--- config.mk ---
export PLATFORM = sky130hd
export DESIGN_NAME = ps2_device_tx
export DESIGN_NICKNAME = d
export VERILOG_FILES = /design/src/rtl/ps2_device_tx.sv
export SDC_FILE = /design/constraint.sdc
export NUM_CORES = 1
export LEC_CHECK = 0
export ABC_AREA = 1
export CORE_MARGIN = 3
export CORE_UTILIZATION = 52
export DETAILED_ROUTE_END_ITERATION = 12
export DONT_BUFFER_PORTS = 1
export PLACE_DENSITY = 0.67
export SYNTH_ARGS = -nofsm -noshare
export SYNTH_HDL_FRONTEND = slang
export SYNTH_SLANG_ARGS = --single-unit
export TNS_END_PERCENT = 5
--- constraint.sdc ---
create_clock -name CLOCK_50 -period 5.7 [get_ports CLOCK_50]
set_input_delay 0.57 -clock CLOCK_50 [delete_from_list [all_inputs] [get_ports CLOCK_50]]
set_output_delay 0.57 -clock CLOCK_50 [all_outputs]
set_load 0.005 [all_outputs]
--- src/rtl/ps2_device_tx.sv ---
// PS/2 device-side transmitter: queues scan codes and serialises each as an 11-bit frame.
// Latency: a push into an empty idle FIFO gives the first ps2_clk fall CLK_DIV+2 cycles later.
// Backpressure: no ready signal; a push into a full FIFO is dropped and sets the sticky overflow flag.
module ps2_device_tx #(
    parameter int CLK_DIV    = 1250,
    parameter int GAP_CYCLES = 2500,
    parameter int FIFO_AW    = 3
) (
    input  logic               CLOCK_50,
    input  logic               Resetn,
    input  logic               key_action,
    input  logic [7:0]         scan_code,
    input  logic               inject_perr,
    input  logic               ps2_clk_in,
    output logic               ps2_clk,
    output logic               ps2_dat,
    output logic               busy,
    output logic [FIFO_AW:0]   fifo_count,
    output logic               overflow
);

    localparam int DEPTH = 2 ** FIFO_AW;
    localparam int MAXC  = (CLK_DIV > GAP_CYCLES) ? CLK_DIV : GAP_CYCLES;
    localparam int CW    = $clog2(MAXC + 1);
    localparam logic [CW-1:0]    DIV_LAST  = CW'(CLK_DIV - 1);
    localparam logic [CW-1:0]    GAP_LAST  = CW'(GAP_CYCLES - 1);
    localparam logic [FIFO_AW:0] DEPTH_CNT = (FIFO_AW + 1)'(DEPTH);

    typedef enum logic [2:0] {
        IDLE   = 3'd0,
        LOAD   = 3'd1,
        CLK_HI = 3'd2,
        CLK_LO = 3'd3,
        ABORT  = 3'd4,
        GAP    = 3'd5
    } state_t;

    logic [8:0]         fifo_mem [DEPTH];
    logic [FIFO_AW-1:0] wr_ptr;
    logic [FIFO_AW-1:0] rd_ptr;
    logic [FIFO_AW:0]   count;
    logic               full;
    logic               push;
    logic               pop;
    logic               drop;

    state_t             state;
    state_t             state_next;
    logic [CW-1:0]      cnt;
    logic [3:0]         bit_cnt;
    logic [10:0]        shift;
    logic               div_done;
    logic               gap_done;
    logic [8:0]         head;
    logic               head_par;

    // A pop frees a slot in the same cycle, so a push into a full FIFO still lands then.
    assign full     = (count == DEPTH_CNT);
    assign pop      = (state == CLK_LO) && div_done && (bit_cnt == 4'd10);
    assign push     = key_action && (!full || pop);
    assign drop     = key_action && full && !pop;
    assign div_done = (cnt == DIV_LAST);
    assign gap_done = (cnt == GAP_LAST);

    // Head entry is {perr, data}; odd parity, optionally inverted for error injection.
    assign head     = fifo_mem[rd_ptr];
    assign head_par = (~^head[7:0]) ^ head[8];

    assign fifo_count = count;

    // FIFO storage write; contents need no reset because the pointers are flushed.
    always_ff @(posedge CLOCK_50) begin
        if (push) begin
            fifo_mem[wr_ptr] <= {inject_perr, scan_code};
        end
    end

    // FIFO pointers, occupancy and sticky overflow flag.
    always_ff @(posedge CLOCK_50) begin
        if (!Resetn) begin
            wr_ptr   <= '0;
            rd_ptr   <= '0;
            count    <= '0;
            overflow <= 1'b0;
        end else begin
            if (push) begin
                wr_ptr <= wr_ptr + 1'b1;
            end
            if (pop) begin
                rd_ptr <= rd_ptr + 1'b1;
            end
            case ({push, pop})
                2'b10:   count <= count + 1'b1;
                2'b01:   count <= count - 1'b1;
                default: count <= count;
            endcase
            if (drop) begin
                overflow <= 1'b1;
            end
        end
    end

    // State register.
    always_ff @(posedge CLOCK_50) begin
        if (!Resetn) begin
            state <= IDLE;
        end else begin
            state <= state_next;
        end
    end

    // Next-state logic and line drivers; lines idle high outside the bit phases.
    always_comb begin
        state_next = state;
        ps2_clk    = 1'b1;
        ps2_dat    = 1'b1;
        busy       = (state != IDLE);
        case (state)
            IDLE: begin
                if ((count != '0) && ps2_clk_in) begin
                    state_next = LOAD;
                end
            end
            LOAD: begin
                state_next = CLK_HI;
            end
            CLK_HI: begin
                ps2_dat = shift[0];
                if (!ps2_clk_in) begin
                    state_next = ABORT;
                end else if (div_done) begin
                    state_next = CLK_LO;
                end
            end
            CLK_LO: begin
                ps2_clk = 1'b0;
                ps2_dat = shift[0];
                if (div_done) begin
                    state_next = (bit_cnt == 4'd10) ? GAP : CLK_HI;
                end
            end
            ABORT: begin
                if (ps2_clk_in) begin
                    state_next = GAP;
                end
            end
            GAP: begin
                if (gap_done) begin
                    state_next = IDLE;
                end
            end
            default: begin
                state_next = IDLE;
            end
        endcase
    end

    // Phase counter, bit counter and frame shift register.
    always_ff @(posedge CLOCK_50) begin
        if (!Resetn) begin
            cnt     <= '0;
            bit_cnt <= '0;
            shift   <= '1;
        end else begin
            if (state_next != state) begin
                cnt <= '0;
            end else if ((state == CLK_HI) || (state == CLK_LO) || (state == GAP)) begin
                cnt <= cnt + 1'b1;
            end

            if (state == LOAD) begin
                shift   <= {1'b1, head_par, head[7:0], 1'b0};
                bit_cnt <= '0;
            end else if ((state == CLK_LO) && div_done && (bit_cnt != 4'd10)) begin
                shift   <= {1'b1, shift[10:1]};
                bit_cnt <= bit_cnt + 1'b1;
            end
        end
    end

endmodule

# After elaboration in Yosys (flattened, before gate mapping)
# Memory sizes are Yosys's and may differ from the RTL's. A register that Yosys moved wholly into a read port is not among the register bits.
# Cells that the tools add are included.
[classes]
eq_ne = 13
n_reduce_logical = 21
bitwise_logic = 2
muxes = 17
addsub = 6
[op_table]
columns = ["cell", "count"]
rows = [
  ["two-way mux 3 bit", 9],
  ["two-way mux 10 bit", 2],
  ["one-hot mux 3 bit (6 select lines)", 1],
  ["adder 12 x 1 -> 12 bit (second input constant)", 1],
  ["equality test 12 x 11 -> 1 bit (second input constant)", 1],
  ["equality test 12 bit (second input constant)", 1],
  ["adder 4 x 1 -> 4 bit (second input constant)", 2],
  ["equality test 4 bit (second input constant)", 2],
  ["one-hot mux 4 bit (2 select lines)", 1],
  ["XNOR reduction 8 bit", 1],
  ["logical AND 1 bit", 7],
  ["adder 3 x 1 -> 3 bit (second input constant)", 2],
  ["equality test 3 x 2 -> 1 bit (second input constant)", 2],
  ["equality test 3 bit (second input constant)", 2],
  ["OR reduction 2 bit", 3],
  ["two-way mux 1 bit", 4],
  ["!= test 4 bit (second input constant)", 1],
  ["nonzero test 2 bit", 2],
  ["nonzero test 4 bit", 1],
  ["subtractor 4 x 1 -> 4 bit (second input constant)", 1],
  ["equality test 3 x 1 -> 1 bit (second input constant)", 1],
  ["zero test 3 bit", 1],
  ["logical OR 1 bit", 3],
  ["!= test 3 bit", 1],
  ["other kinds (6)", 7],
]
[word_totals]
out_inout_bits = 8
elab_cells = 68
ram_bits = 72
in_bits = 13
regBits = 40
n_memories = 1
[mem_list]
columns = ["memory", "words", "word_bits", "rd", "rd_clocked_by_memory_dff", "wr", "line", "text"]
rows = [
  ["fifo_mem", 8, 9, 1, 1, 1, "38", "logic [8:0] fifo_mem [DEPTH];"],
]

# Longest topological paths before layout
# Gate-level depths: netlist (run 1).
[logic_depth]
word_depth = 7
ltp_mapped = 19
ltp_nobuf = 19

# Worst setup path before layout (run 1)
# Ideal clock, no wire load.
[synth_timing]
path_kind = "register to register"
start = "register cnt[0]"
end = "register count[3], in the netlist fifo_count[3]"
n_path_buf = 0
period_less_slack_ns = 2.549
setup_time_ns = 0.119
path_stages_with_launch = 19
t_required_ns = 5.581
setup_slack_ns = 3.151
arrival_ns = 2.430
path_cell_list = "dfxtp_1 -> ha_1 -> nand3_1 -> nor2_1 -> nand2_1 -> nor2_1 -> nand2_1 -> nand2_1 -> nand2_2 -> ha_1 -> ha_1 -> nand2_1 -> nor2_1 -> a211oi_1 -> nor2_1 -> nor2_1 -> nand2_1 -> o21ai_0 -> a21oi_1"
[synth_between]
elab_chain_len = 7
elab_cells_between_ends = 9
classes_between = "3 x eq/ne; 1 x mux; 5 x reduce/logical"
[synth_lines]
columns = ["item", "line", "text"]
rows = [
  ["start, declared", "49", "logic [CW-1:0] cnt;"],
  ["start signal, assigned", "168", "cnt <= cnt + 1'b1;"],
  ["equality test 12 x 11 -> 1 bit *", "62", "assign div_done = (cnt == DIV_LAST);"],
  ["logical AND 1 bit * (2 in a row)", "59", "assign pop = (state == CLK_LO) && div_done && (bit_cnt == 4'd10);"],
  ["logical OR 1 bit", "60", "assign push = key_action && (!full || pop);"],
  ["logical AND 1 bit", "60", ""],
  ["equality test 2 x 1 -> 1 bit or equality test 2 bit (tied branches)", "92", "case ({push, pop})"],
  ["one-hot mux 4 bit (2 select lines) or nonzero test 2 bit (tied branches)", "n/a", ""],
  ["end signal, assigned", "93", "2'b10: count <= count + 1'b1;"],
  ["end signal, assigned", "94", "2'b01: count <= count - 1'b1;"],
  ["end signal, assigned", "95", "default: count <= count;"],
  ["end, declared", "41", "logic [FIFO_AW:0] count;"],
]
# Mark *: on every way between the ends. The rest lies on a longest branch, timed or not.
# A chain may end at the register's enable or synchronous reset.

# Final worst setup path (run 1)
[layout_timing]
start = "register cnt[0]"
end = "memory fifo_mem[3][3], enable pin"
[layout_between]
elab_chain_len = 7
[layout_lines]
columns = ["item", "line", "text"]
rows = [
  ["equality test 12 x 11 -> 1 bit", "62", ""],
  ["logical AND 1 bit (2 in a row)", "59", ""],
  ["logical OR 1 bit", "60", ""],
  ["logical AND 1 bit", "60", ""],
  ["two-way mux 1 bit", "73", "if (push) begin"],
  ["two-way mux 1 bit (not written as such)", "74", "fifo_mem[wr_ptr] <= {inject_perr, scan_code};"],
  ["end, declared", "38", ""],
]
# Every way passes these cells.

==> results of run 1 <==
-- logic make-up (layout without fill, tap and decap cells) --
logic type	after synthesis	count (layout)	synth area share
xor gates and xnor gates	12	12	0.0191
buffers and inverters	115	129	0.0844
and+or+nand+nor	357	357	0.276
DFF	115	115	0.550
AOI/OAI and AO/OA	44	44	0.0469
adders and majority gates	10	10	0.0241
-- power breakdown --
part | internal, mW | total, mW | switching, mW
Sequential | 0.910 | 0.922 | 0.0127
Clock | 0.657 | 1.00 | 0.346
Combinational | 0.0342 | 0.109 | 0.0749
-- placed cells by master, fill, tap and decap left out, types with 3 or more instances in the layout --
master      instances
clkinv_1            6
nand2_1           227
inv_1              87
nor2_2              4
edfxtp_1           72
buf_4               4
bufinv_16           3
clkinvlp_4          3
o21ai_0            16
dfxtp_1            43
nand4_1             5
clkbuf_16          16
nand3_1            64
xnor2_1             3
nor4_1              3
clkbuf_1            3
nor3_1              6
inv_2               3
a21oi_1            15
xor2_1              9
ha_1                9
nor2_1             37
-- path summary, 6_finish.rpt --
path | slack, ps | cells after the start | from | to
worst max-delay path | 2740 | 11 | cnt[0] | fifo_mem[3][3]
worst min-delay path | 140 | 1 | Resetn | shift[1]
worst max register to register | 2740 | 11 | cnt[0] | fifo_mem[3][3]
worst min register to register | 460 | 2 | shift[5] | shift[5]
-- cell type report --
type	instances	area, um^2
fillers	863	3890
flip-flops and latches	115	3020
multi-input cells	423	2010
clock buffers	20	425
inverters	94	355
well taps	133	166
clock inverters	11	138
repair buffers	4	30.0
-- metal layers --
layer	vias to the layer above	track usage	share of wire
met5	-	0	0
met4	0	0.0766	0.012
met3	13	0.0616	0.052
met2	94	0.344	0.47
met1	1960	0.283	0.47
li1	2111	-	-
-- sequential cells by signal, indices dropped and copies added, names as in the netlist, named ones only --
name / flops
fifo_mem: 72
wr_ptr: 3
fifo_count: 4
cnt: 12
bit_cnt: 4
rd_ptr: 3
overflow: 1
shift: 10
state: 3
==> summary.txt, run 1 <==
Logic synthesis
  – Top-count cell post-synth: nand2_1
  – Post-synthesis net count: around 680
  – Most frequent cells after synthesis: nand2_1, inv_1, edfxtp_1, nand3_1, dfxtp_1
  – Cells after synthesis: ~650
  – Top cell type's share of synthesized area: 0.393
  – Top post-synthesis cells by area: edfxtp_1, dfxtp_1, nand2_1
  – Post-synth EDFFs: just over 70
  – Yosys top cell by area: edfxtp_1
  – Seq/Total Area, Yosys: 0.550
  – Async SR Flop Fraction: 0
  – Distinct cells, synth: 42
  – Mapped Area: 5500 um^2
  – Synthesis warning total: 0
  – Synth Flop Type: edfxtp_1
  – Flops & latches, synth: approximately 120
  – Mean Syn Cell Area: ~8.4 um^2

STA
  – Endpoints failing setup: 0
  – Slew HR: 0.164
  – Final slew viol count: 0
  – Fmax: 338 MHz
  – Period utilisation layout: 0.519
  – Final Hold Vio Count: 0
  – RSZ-0062 raised after global routing: no
  – Fin crit period: 2960 ps
  – Hold_ws: 141 ps
  – Worst Tran Pin Value: about 1200 ps
  – TNS Setup: 0 ps
  – Final Skew: 8.79 ps
  – Final WS setup: 2740 ps

Layout
  – Final Util: 0.612
  – Synth-to-Final Area Change: 11.8%
  – Post-route non-filler standard cell count: 800
  – Post-route cell area: 6150 um^2
  – Layout cells sized above 1: 0.0690
  – # diodes: 0
  – Nets: 678

Clock network
  – Cts hold-fix bufs: 0
  – Clock sink count: 115
  – Resized Gates After CTS: 0
  – Setup Fix Bufs, Post-CTS: 0
  – CTS Buffer Depth: 2
  – CTS buffer count: 17
  – Insertion delay to the later sink of the worst-skew pair: 510 ps
  – Reg clk slew, reported paths: roughly 50 ps
  – Root Buffer: clkbuf_8
  – CTS tree: yes
  – H-tree Lvls: 4

Flow run
  – Max-Cap Viols: 0

Worst setup path
  – Crit Path Category: reg2reg
  – Setup crit end kind: flip-flop
  – CP required: 5820 ps
  – Worst-path maximum fanout: 9
  – Arrival @ worst endpoint: 3080 ps
  – CP Buf/Inv Count: 1
  – Most frequent cell on the critical path: nor2_1
  – Crit start category: flip-flop
  – CP top delay family: simple AND/OR/NAND/NOR gates
  – CP cell instances: ha_1, nand3_1, nor2_1, nand2_1, nor2_1, nand2_1, nand2_1, nand2_2, nor2_1, inv_1, nor2_1
  – Slowest cell on crit path: nor2_1
  – Slowest cell delay on critical path: 940 ps

Global route
  – Largest net degree at the start of global routing: 38
  – Total Routing Usage GR: 0.216
  – Total grt overflow: 0
  – First-pass GRT wire length: 19,200 um
  – Vias in the first global route: 4,028
  – Initial antenna violation count: 0

Floorplan
  – Die Wd: 109 um
  – Vert. Die Dim: ~110 um
  – Num rows: 36
  – Initial Util: 0.547
  – Core area: 10,000 um^2
  – IO Count: 21
  – Die area: 11,800 um^2

Routing
  – Antenna Violating Nets Remaining: 0
  – Via count: 4,178
  – Vias per inst: 5.22
  – Iter 0 DRT Violations: approximately 320
  – Pre-Repair DR Iteration Count: 7
  – WL/cell: between 10 and 15 um
  – Drt drc: 0
  – Detailed Route WL: 11,600 um

Place
  – Port Buffer Count: 0
  – Post-Place Cells: just under 800
  – Placed Area: 5590 um^2
  – Final GP Congestion: 0.852
  – DP HPWL: 7580 um
  – Post-placement setup slack: 2790 ps

Pwr
  – VDD IR max: approximately 240 uV
  – Design Power: around 2.0 mW
  – Leakage: 2.70 nW
  – PwrDens: roughly 330 nW/um^2

Outcome
  – Outcome: complete, no violations

Hold path
  – Tightest Hold Check Type: in2reg
No activity file was read; power rests on OpenSTA's default activity.
==> run 2: changes to the inputs <==
Settings changed: PLACE_DENSITY 0.67 to 0.7.
Clock period 5.7 ns to 2.64 ns, I/O delays scaled along.
==> run 2 against run 1 <==
Net effect:
- worst hold slack worse by 110 ps
- routed wire length rose by 6.2%
- global-route usage is 0.68 points higher
- via count increased by 4.2%
- utilization is 3.9 points higher
- die area did not move
- clock power rose by 130%
- sequential share of layout area fell by 2.9 points
- combinational power grew to 2.6 times the previous value
- final area increased by 6.3%
- register-to-register slack lost 2600 ps
- critical path type unchanged
- largest power group unchanged
==> summary.txt, run 2 (synthesis gave the netlist of run 1 again) <==
Place
  – Port Buffer Count: 0
  – Final GP Congestion: 0.796
  – DP HPWL: about 7800 um

STA
  – Final Skew: 5.86 ps
  – Fmax: approximately 400 MHz
  – Period utilisation layout: 0.947
  – Worst Tran Pin Value: 691 ps
  – Slew HR: 0.539
  – Endpoints failing setup: 0
  – Fin crit period: 2500 ps
  – Final Hold Vio Count: 0
  – Final slew viol count: 0
  – Hold_ws: ~27 ps

Global route
  – Initial antenna violation count: 0
  – Total grt overflow: 0
  – Total Routing Usage GR: 0.223
  – First-pass GRT wire length: 19,900 um
  – Vias in the first global route: ~4,200
  – Largest net degree at the start of global routing: 37

Floorplan
  – Die Wd: around 110 um
  – Num rows: 36
  – Vert. Die Dim: 109 um
  – Initial Util: 0.547
  – Core area: 10,000 um^2
  – IO Count: 21
  – Die area: 11,800 um^2

Clock network
  – H-tree Lvls: 4
  – CTS Buffer Depth: 2
  – Root Buffer: clkbuf_8
  – Reg clk slew, reported paths: 60 ps
  – Insertion delay to the later sink of the worst-skew pair: 520 ps
  – CTS buffer count: 17
  – Clock sink count: 115
  – CTS tree: yes

Worst setup path
  – Crit Path Category: reg2reg
  – FF-to-FF End: fifo_count[3]
  – Worst-path maximum fanout: 4
  – Worst R2R Path Depth: 19
  – Setup crit end kind: flip-flop
  – R2R Setup Slk: 140 ps
  – Worst r2r src: cnt[1]
  – Crit start category: flip-flop
  – Arrival @ worst endpoint: 2910 ps
  – CP required: 3050 ps

Hold path
  – Min-delay src: Resetn
  – Hold Path End: wr_ptr[0]
  – Hold path depth: 2
  – Tightest Hold Check Type: in2reg

Layout
  – Fillers: 819
  – Max reg flops: 72
  – Synth-to-Final Area Change: 18.9%
  – Register Area: around 3000 um^2
  – Layout cells sized above 1: 0.128
  – # diodes: 0
  – Top flop regs: fifo_mem (72), cnt (12), shift (10)
  – Largest reg by FF count: fifo_mem
  – Nets: 713
  – Most frequent cells in the layout: nand2_1, inv_1, edfxtp_1
  – Final Util: 0.651
  – Area of the multi-input gates: 2070 um^2
  – Commonest non-fill, non-tap cell in the layout: nand2_1

Routing
  – Drt drc: 0
  – Pre-Repair DR Iteration Count: 5
  – Vias per inst: between 5 and 6
  – Via count: 4,353
  – Iter 0 DRT Violations: 366
  – WL/cell: 14.7 um
  – Detailed Route WL: 12,300 um
  – Antenna Violating Nets Remaining: 0

Pwr
  – PwrDens: 698 nW/um^2
  – Leakage: around 2.9 nW
  – Design Power: 4.57 mW
  – VDD IR max: 376 uV

Flow run
  – Max-Cap Viols: 0

Outcome
  – Outcome: complete, no violations
run 2: cell count changes in the layout (fill, tap and decap cells not counted), sizes merged:
cell,previous run,this run
buf,4,27
clkinv,8,6
clkbuf,20,17
inv,91,96
clkinvlp,3,4
dlygate4sd3,0,12
run 2: area by class of cell:
class,instances,share of cell area
clock buffer,17,0.0633
clock inverter,15,0.0276
inverter,94,0.0543
multi-input combinational,423,0.317
sequential,115,0.463
tap,133,0.0254
timing repair buffer,39,0.0494
run 2: how the worst max path moves through the flow:
stage                     startpoint             to  slack, ps  cells after the start
after CTS                     cnt[1]  fifo_count[3]         30                     19
after global routing          cnt[1]  fifo_count[3]        -90                     19
after floorplan               cnt[0]  fifo_count[3]         90                     18
after detailed placement      cnt[1]  fifo_count[3]        -30                     19
final                         cnt[1]  fifo_count[3]        140                     19
after global placement        cnt[1]  fifo_count[3]         80                     19
run 2: timing repair:
item	4_1_cts	5_1_grt
pin swaps	0	8
setup buffers	0	3
endpoints found under the setup margin	1	1
hold buffers	12	0
gates resized for setup	1	19
endpoints found under the hold margin	93	0
run 2: metrics by stage:
stage	setup slack, ps	std cells	instance area, um^2	setup TNS, ps
2_1_floorplan	90.8	653	5500	0
3_3_place_gp	78.5	789	5740	0
3_5_place_dp	-26.0	789	5740	-26.0
4_1_cts	32.4	833	6460	0
5_1_grt	-91.2	836	6540	-91.2
6_report	141	836	6540	0
run 2: report_power, final:
group          switching (mW)  leakage, nW  total, mW  internal [mW]
registers              0.0275         1.00       1.99           1.96
clock network           0.849        0.277       2.29           1.44
logic                   0.185         1.59      0.283         0.0979
total                    1.06         2.88       4.57           3.50
run 2: layer usage:
metal  wire length, um  global-route usage  up-vias
li1                  -                   -     2185
met1              5250               0.292     2017
met2              5830               0.353      133
met3              1040              0.0699       18
met4               184              0.0721        0
met5                 0                   0        -
run 2: worst max-delay path, cell delays in order (launching register included):
cell      delay (ps)
dfxtp_1          310
inv_1             60
ha_2             160
nand3_2          110
nor2_4           120
nand2_2           80
nor2_2           120
nand2_2           90
nand2_2           90
nand2_4           60
ha_4             170
ha_1             260
nand2_1           60
nor2_1            40
a211oi_2         250
nor2_1            60
nor2_1           100
nand2_1           70
o21ai_1          130
a21oi_1           50
